===== src/rtl/ifu_pkg.sv =====
// rtl/ifu_pkg.sv - Shared types and constants for the instruction fetch unit
package ifu_pkg;

    typedef enum logic [1:0] {
        S_REQ,
        S_WAIT,
        S_VALID,
        S_DRAIN
    } state_t;

    // addi x0, x0, 0: the instruction handed to decode alongside a fault flag
    localparam logic [31:0] NOP_INST         = 32'h00000013;
    localparam logic [31:0] DEFAULT_RESET_PC = 32'h80000000;

endpackage


===== src/rtl/ifu_fetch_if.sv =====
// rtl/ifu_fetch_if.sv - Fetch unit bus: imem request/response channel plus decode handshake
// Signals:
//   imem_req_valid/ready/addr       one word read request per instruction
//   imem_rsp_valid/data/err         single-cycle response per accepted request
//   inst_valid/ready, inst, inst_pc instruction handoff to decode/execute
// Modports: master = fetch unit, slave = memory and decode side.
interface ifu_fetch_if #(
    parameter int XLEN = 32
);
    logic            imem_req_valid;
    logic            imem_req_ready;
    logic [XLEN-1:0] imem_req_addr;
    logic            imem_rsp_valid;
    logic [XLEN-1:0] imem_rsp_data;
    logic            imem_rsp_err;
    logic            inst_valid;
    logic            inst_ready;
    logic [XLEN-1:0] inst;
    logic [XLEN-1:0] inst_pc;

    modport master (
        output imem_req_valid, imem_req_addr,
        input  imem_req_ready,
        input  imem_rsp_valid, imem_rsp_data, imem_rsp_err,
        output inst_valid, inst, inst_pc,
        input  inst_ready
    );

    modport slave (
        input  imem_req_valid, imem_req_addr,
        output imem_req_ready,
        output imem_rsp_valid, imem_rsp_data, imem_rsp_err,
        input  inst_valid, inst, inst_pc,
        output inst_ready
    );
endinterface


===== src/rtl/ifu_fetch.sv =====
// rtl/ifu_fetch.sv - Multi-cycle instruction fetch unit owning the architectural PC
// Ports:
//   clk, rst           clock; asynchronous active-low reset
//   bus                ifu_fetch_if.master: imem request/response and decode handshake
//   next_pc            PC of the following instruction, taken when inst is consumed
//   flush_valid/pc     trap/xret redirect, overrides every other event
//   fetch_cnt          count of delivered instructions, wraps at 2^32
//   inst_fault         only with IFU_FAULT_EN: fault flag travelling with inst
// Build option IFU_FAULT_EN: misaligned PCs and imem access faults are turned into
// a NOP with inst_fault set; without it the low address bits are forced to zero
// and imem_rsp_err is ignored.
module ifu_fetch
    import ifu_pkg::*;
#(
    parameter int              XLEN     = 32,
    parameter logic [XLEN-1:0] RESET_PC = DEFAULT_RESET_PC
) (
    input  logic            clk,
    input  logic            rst,
    ifu_fetch_if.master     bus,
    input  logic [XLEN-1:0] next_pc,
    input  logic            flush_valid,
    input  logic [XLEN-1:0] flush_pc,
    output logic [31:0]     fetch_cnt
`ifdef IFU_FAULT_EN
    ,
    output logic            inst_fault
`endif
);

    state_t          state;
    logic [XLEN-1:0] pc;
    logic            accept;
    logic            fire;
    logic            misaligned;

`ifdef IFU_FAULT_EN
    assign misaligned        = (pc[1:0] != 2'b00);
    assign bus.imem_req_addr = pc;
`else
    logic unused_rsp_err;
    assign unused_rsp_err    = bus.imem_rsp_err;
    assign misaligned        = 1'b0;
    assign bus.imem_req_addr = {pc[XLEN-1:2], 2'b00};
`endif

    // Gating with rst keeps the request low during reset even though state is S_REQ.
    assign bus.imem_req_valid = rst && (state == S_REQ) && !misaligned;
    assign bus.inst_valid     = (state == S_VALID);
    assign accept             = bus.imem_req_valid && bus.imem_req_ready;
    assign fire               = bus.inst_valid && bus.inst_ready;

    always_ff @(posedge clk or negedge rst) begin
        if (!rst) begin
            state     <= S_REQ;
            pc        <= RESET_PC;
            bus.inst  <= '0;
            bus.inst_pc <= RESET_PC;
            fetch_cnt <= '0;
`ifdef IFU_FAULT_EN
            inst_fault <= 1'b0;
`endif
        end else if (flush_valid) begin
            pc <= flush_pc;
            unique case (state)
                // An accepted request still owes us a response that must be swallowed.
                S_REQ:   state <= accept ? S_DRAIN : S_REQ;
                S_WAIT:  state <= bus.imem_rsp_valid ? S_REQ : S_DRAIN;
                S_VALID: state <= S_REQ;
                // The outstanding response can land together with a second flush;
                // it still retires the drain, otherwise nothing would ever end it.
                S_DRAIN: state <= bus.imem_rsp_valid ? S_REQ : S_DRAIN;
                default: state <= S_REQ;
            endcase
        end else begin
            unique case (state)
                S_REQ: begin
                    if (misaligned) begin
                        bus.inst    <= XLEN'(NOP_INST);
                        bus.inst_pc <= pc;
`ifdef IFU_FAULT_EN
                        inst_fault  <= 1'b1;
`endif
                        state       <= S_VALID;
                    end else if (accept) begin
                        state <= S_WAIT;
                    end
                end
                S_WAIT: begin
                    if (bus.imem_rsp_valid) begin
`ifdef IFU_FAULT_EN
                        bus.inst   <= bus.imem_rsp_err ? XLEN'(NOP_INST) : bus.imem_rsp_data;
                        inst_fault <= bus.imem_rsp_err;
`else
                        bus.inst   <= bus.imem_rsp_data;
`endif
                        bus.inst_pc <= pc;
                        state       <= S_VALID;
                    end
                end
                S_VALID: begin
                    if (fire) begin
                        pc        <= next_pc;
                        fetch_cnt <= fetch_cnt + 32'd1;
                        state     <= S_REQ;
                    end
                end
                S_DRAIN: begin
                    if (bus.imem_rsp_valid) begin
                        state <= S_REQ;
                    end
                end
                default: state <= S_REQ;
            endcase
        end
    end

    // A response with nothing outstanding means the memory broke the protocol;
    // the FSM ignores it.
    rsp_only_when_outstanding: assert property (@(posedge clk) disable iff (!rst)
        bus.imem_rsp_valid |-> (state == S_WAIT || state == S_DRAIN));

endmodule

===== src/flat_wrapper.sv =====
// flat-port wrapper written by rule: the top's interface ports become plain ports
module ifu_fetch_flat import ifu_pkg::*;
#(
    parameter int              XLEN     = 32,
    parameter logic [XLEN-1:0] RESET_PC = DEFAULT_RESET_PC
)
  (clk, rst, next_pc, flush_valid, flush_pc, fetch_cnt, bus_imem_req_valid, bus_imem_req_addr, bus_imem_req_ready, bus_imem_rsp_valid, bus_imem_rsp_data, bus_imem_rsp_err, bus_inst_valid, bus_inst, bus_inst_pc, bus_inst_ready);
  ifu_fetch_if #(.XLEN(XLEN)) bus_i ();
  input  logic clk;
  input  logic rst;
  input  logic [XLEN-1:0] next_pc;
  input  logic flush_valid;
  input  logic [XLEN-1:0] flush_pc;
  output logic [31:0] fetch_cnt;
  output wire logic [$bits(bus_i.imem_req_valid)-1:0] bus_imem_req_valid;
  output wire logic [$bits(bus_i.imem_req_addr)-1:0] bus_imem_req_addr;
  input wire logic [$bits(bus_i.imem_req_ready)-1:0] bus_imem_req_ready;
  input wire logic [$bits(bus_i.imem_rsp_valid)-1:0] bus_imem_rsp_valid;
  input wire logic [$bits(bus_i.imem_rsp_data)-1:0] bus_imem_rsp_data;
  input wire logic [$bits(bus_i.imem_rsp_err)-1:0] bus_imem_rsp_err;
  output wire logic [$bits(bus_i.inst_valid)-1:0] bus_inst_valid;
  output wire logic [$bits(bus_i.inst)-1:0] bus_inst;
  output wire logic [$bits(bus_i.inst_pc)-1:0] bus_inst_pc;
  input wire logic [$bits(bus_i.inst_ready)-1:0] bus_inst_ready;
  assign bus_imem_req_valid = bus_i.imem_req_valid;
  assign bus_imem_req_addr = bus_i.imem_req_addr;
  assign bus_i.imem_req_ready = bus_imem_req_ready;
  assign bus_i.imem_rsp_valid = bus_imem_rsp_valid;
  assign bus_i.imem_rsp_data = bus_imem_rsp_data;
  assign bus_i.imem_rsp_err = bus_imem_rsp_err;
  assign bus_inst_valid = bus_i.inst_valid;
  assign bus_inst = bus_i.inst;
  assign bus_inst_pc = bus_i.inst_pc;
  assign bus_i.inst_ready = bus_inst_ready;
  ifu_fetch #(.XLEN(XLEN), .RESET_PC(RESET_PC)) u_core (.clk(clk), .rst(rst), .bus(bus_i), .next_pc(next_pc), .flush_valid(flush_valid), .flush_pc(flush_pc), .fetch_cnt(fetch_cnt));
endmodule

===== config.mk =====
export PLATFORM = sky130hd
export DESIGN_NAME = ifu_fetch_flat
export DESIGN_NICKNAME = d
export VERILOG_FILES = /design/src/rtl/ifu_pkg.sv /design/src/rtl/ifu_fetch_if.sv /design/src/rtl/ifu_fetch.sv /design/src/flat_wrapper.sv
export SDC_FILE = /design/constraint.sdc
export NUM_CORES = 1
export LEC_CHECK = 0
export CORE_UTILIZATION = 40
export CTS_CLUSTER_SIZE = 8
export DETAILED_ROUTE_END_ITERATION = 10
export GPL_TIMING_DRIVEN = 0
export PLACE_DENSITY = 0.85
export SLEW_MARGIN = 20
export SYNTH_ARGS = -nofsm -noshare
export SYNTH_HDL_FRONTEND = slang
export SYNTH_SLANG_ARGS = --single-unit

===== constraint.sdc =====
create_clock -name clk -period 3.6 [get_ports clk]
set_input_delay 1.08 -clock clk [delete_from_list [all_inputs] [get_ports clk]]
set_output_delay 1.08 -clock clk [all_outputs]
set_load 0.01 [all_outputs]

==> summary.txt <==
Status
  • Status: completed

Worst setup path
  • Worst Path Buf+Inv: 2
  • Startpoint types: input port
  • Critical-path top delay cell: clkdlybuf4s50_1
  • Worst Setup Path Type: in -> out
  • Critical path required time: 2520 ps
  • Worst Path Max Fanout: 57
  • Crit path DAT: 2290 ps
  • Top delay family on crit path: buffers and inverters
  • CP startpoint: rst
  • CP Capture Type: primary output
  • R2R Path Start: u_core.state[1]
  • Worst-path cell chain: buf_12 > nor3b_1 > clkdlybuf4s50_1
  • CP peak stage delay: 600 ps

STA
  • Fin crit share: 93.74%
  • Hold Vio Cnt, Final: 0
  • Fin Setup TNS: 0 ps
  • Fin Hold WS: 473.5 ps
  • Minimum clock period: 3375 ps
  • Clock skew: 8.134 ps
  • Final setup viols: 0
  • Unrepaired setup endpoints after global routing: false
  • Slew margin rel.: 31.48%
  • Max-slew violations: 0
  • Measured slew at the worst slew-check pin: 1022 ps
  • Highest Clock Rate: 296.3 MHz

Clock tree
  • Setup Buffers After CTS: 0
  • H-Tree Depth: 4
  • Worst-path clk slew: 60 ps
  • Clk Latency, worst-skew pair: 410 ps
  • Gates resized, CTS repair: 0
  • CTS Sinks: 130
  • Clock root buffer master: clkbuf_16
  • TritonCTS clock tree: done
  • Hold-fix buffers, CTS: 0
  • Num CTS Buffers: 17
  • Max clock buf depth: 2

Drt
  • Via Count: 4392
  • Routed Antenna Nets: 0
  • Uppermost routed layer: met4
  • DR pass1 iterations: 4
  • Final wirelength: 14.52 mm
  • Routed vias/inst: 4.875
  • Starting DRC count in detailed routing: 224
  • Post-DR wirelength/cell: 16.12 um
  • Met3 WL: 1.307 mm
  • Metal2 WL: 7.164 mm
  • DRC: 0
  • Post-Route M1 WL: 5.923 mm

Run
  • Max-cap violation count: 0

Global route
  • Global-route wire length before repair: 23.23 mm
  • Initial antenna violation count: 0
  • Number of global-route vias before repair: 4563
  • Total GRT Usage: 20.56%
  • GR Overflow Total: 0
  • Maximum number of pins on one net before global-route repair: 76

Logic synthesis
  • Complex-gate fraction of the synthesized area: 3.145%
  • Netlist cell types: 38
  • Post-Synth Simple-Gate Area: 10.46%
  • Post-synth EDFFs: 0
  • Cells after Synth: 458
  • Syn Area/Cell: 12.51 um^2
  • Async SR Flop Fraction: 100.0%
  • Primary FF master, synth: dfrtp_1
  • Largest family of logic cells by synthesized area: multiplexers
  • Synth warnings: 0
  • Sequential area share after synthesis: 56.82%
  • Synthesized cell area: 5729 um^2
  • Seq cells post-synth: 130
  • Post-synthesis mux area share: 18.37%
  • Post-synthesis adder-cell area fraction: 0.2184%
  • Xor/xnor share of the synthesized area: 4.739%

Floorplan
  • Initial Util: 41.12%
  • Io pins: 233
  • Core area: 13930 um^2
  • Total die area: 14810 um^2
  • Die width: 121.7 um
  • FP Rows: 43
  • Die Ht: 121.7 um

Placement
  • Gp weighted congestion: 0.8062
  • Final HPWL DP: 10.76 mm
  • Buffers on Ports: 229

Layout
  • Nets@finish: 812
  • Most frequent cells in the layout: 228 x clkdlybuf4s50_1, 128 x dfrtp_1, 65 x mux2_2
  • Share of cells above drive strength 1: 21.50%
  • Antenna diode instance count: 0
  • Area growth syn-to-layout: 54.99%
  • Most common cell after layout, fill and taps aside: clkdlybuf4s50_1

Power
  • VDD IR-drop max: 0.0003902 V
  • Pleak: 4.078 nW
  • Power Density: 640.8 nW/um^2

Hold path
  • Worst Hold Class: reg -> reg
  • Worst Min Path Start: u_core.fetch_cnt[31]
[stage by stage]
step           area [um^2]  util [%]  setup WS, ps  cells  power (W)
5_1_grt               8880     63.72         103.1    901   0.006015
4_1_cts               8871     63.66         36.98    901   0.005761
3_3_place_gp          8250     59.21         -4262    868   0.003975
6_report              8880     63.72         225.4    901   0.005690
3_5_place_dp          8279     59.41         33.23    869   0.004047
2_1_floorplan         5733         -          1081    459   0.002877
[cells by family (layout without fill, tap and decap cells)]
group | after synthesis | in the layout
buffers and inverters | 56 | 318
AOI/OAI and AO/OA | 35 | 35
adders and majority gates | 1 | 1
and+or+nand+nor | 107 | 107
other | 1 | 2
muxes | 97 | 97
xor gates and xnor gates | 31 | 31
DFF | 130 | 130
[power by group]
group | switching [W] | internal [W] | total, W
combinational | 0.000661 | 0.00120 | 0.00186
clock | 0.000601 | 0.00109 | 0.00169
sequential | 0.000246 | 0.00189 | 0.00214
total | 0.00151 | 0.00418 | 0.00569
[Yosys cell counts (all sizes together) (2+ instances only)]
library cell  count  share of area, %
nand2            48               3.1
buf              44               5.4
and3              6              0.66
or4               2              0.33
inv               4              0.26
dfrtp           128                56
dfstp             2              0.92
nand4             5              0.55
xor2             23               3.5
nor3b             2              0.26
mux2             65                13
nor2              8              0.52
mux2i            32               5.6
nand3             8              0.70
xnor2             8               1.2
clkbuf            8              0.52
nor4              9               1.2
o21ai            32               2.8
nor3             10               1.4
[path summary, 6_finish.rpt]
check	slack, ps	end	cells after the start
setup / recovery	230	bus_imem_req_valid	3
hold / removal	470	u_core.fetch_cnt[31]	1
setup reg to reg	1310	u_core.bus.inst_pc[26]	4
hold reg to reg	470	u_core.fetch_cnt[31]	1
max in group asynchronous	2380	u_core.bus.inst_pc[6]	2
min in group asynchronous	530	u_core.fetch_cnt[23]	1
[layer usage]
| metal | vias up | global-route usage (%) |
|---|---|---|
| met1 | 2142 | 24.94 |
| met5 | - | 0 |
| met3 | 10 | 7.491 |
| li1 | 2057 | - |
| met2 | 183 | 34.06 |
| met4 | 0 | 6.250 |
[worst reg2reg max path, cell delays in order, from the launching register on]
cell,delay (ps)
dfrtp_1,360
buf_4,160
nor3_2,810
buf_2,450
mux2_2,380
[flip-flops by register name, indices dropped and copies added (netlist names)]
register	count
u_core.bus.inst	32
u_core.bus.inst_pc	32
u_core.fetch_cnt	32
u_core.pc	32
u_core.state	2
[layout make-up]
cell class                      instances  area (um^2)
Timing Repair Buffer                  230         2330
Fill cell                            1024         5055
Tap cell                              180        225.2
Clock inverter                          9        103.9
Inverter                                4        15.01
Multi-Input combinational cell        273         2123
Buffer                                 52        339.1
Sequential cell                       130         3256
Clock buffer                           23        488.0
(Power assumes the default switching activity.)
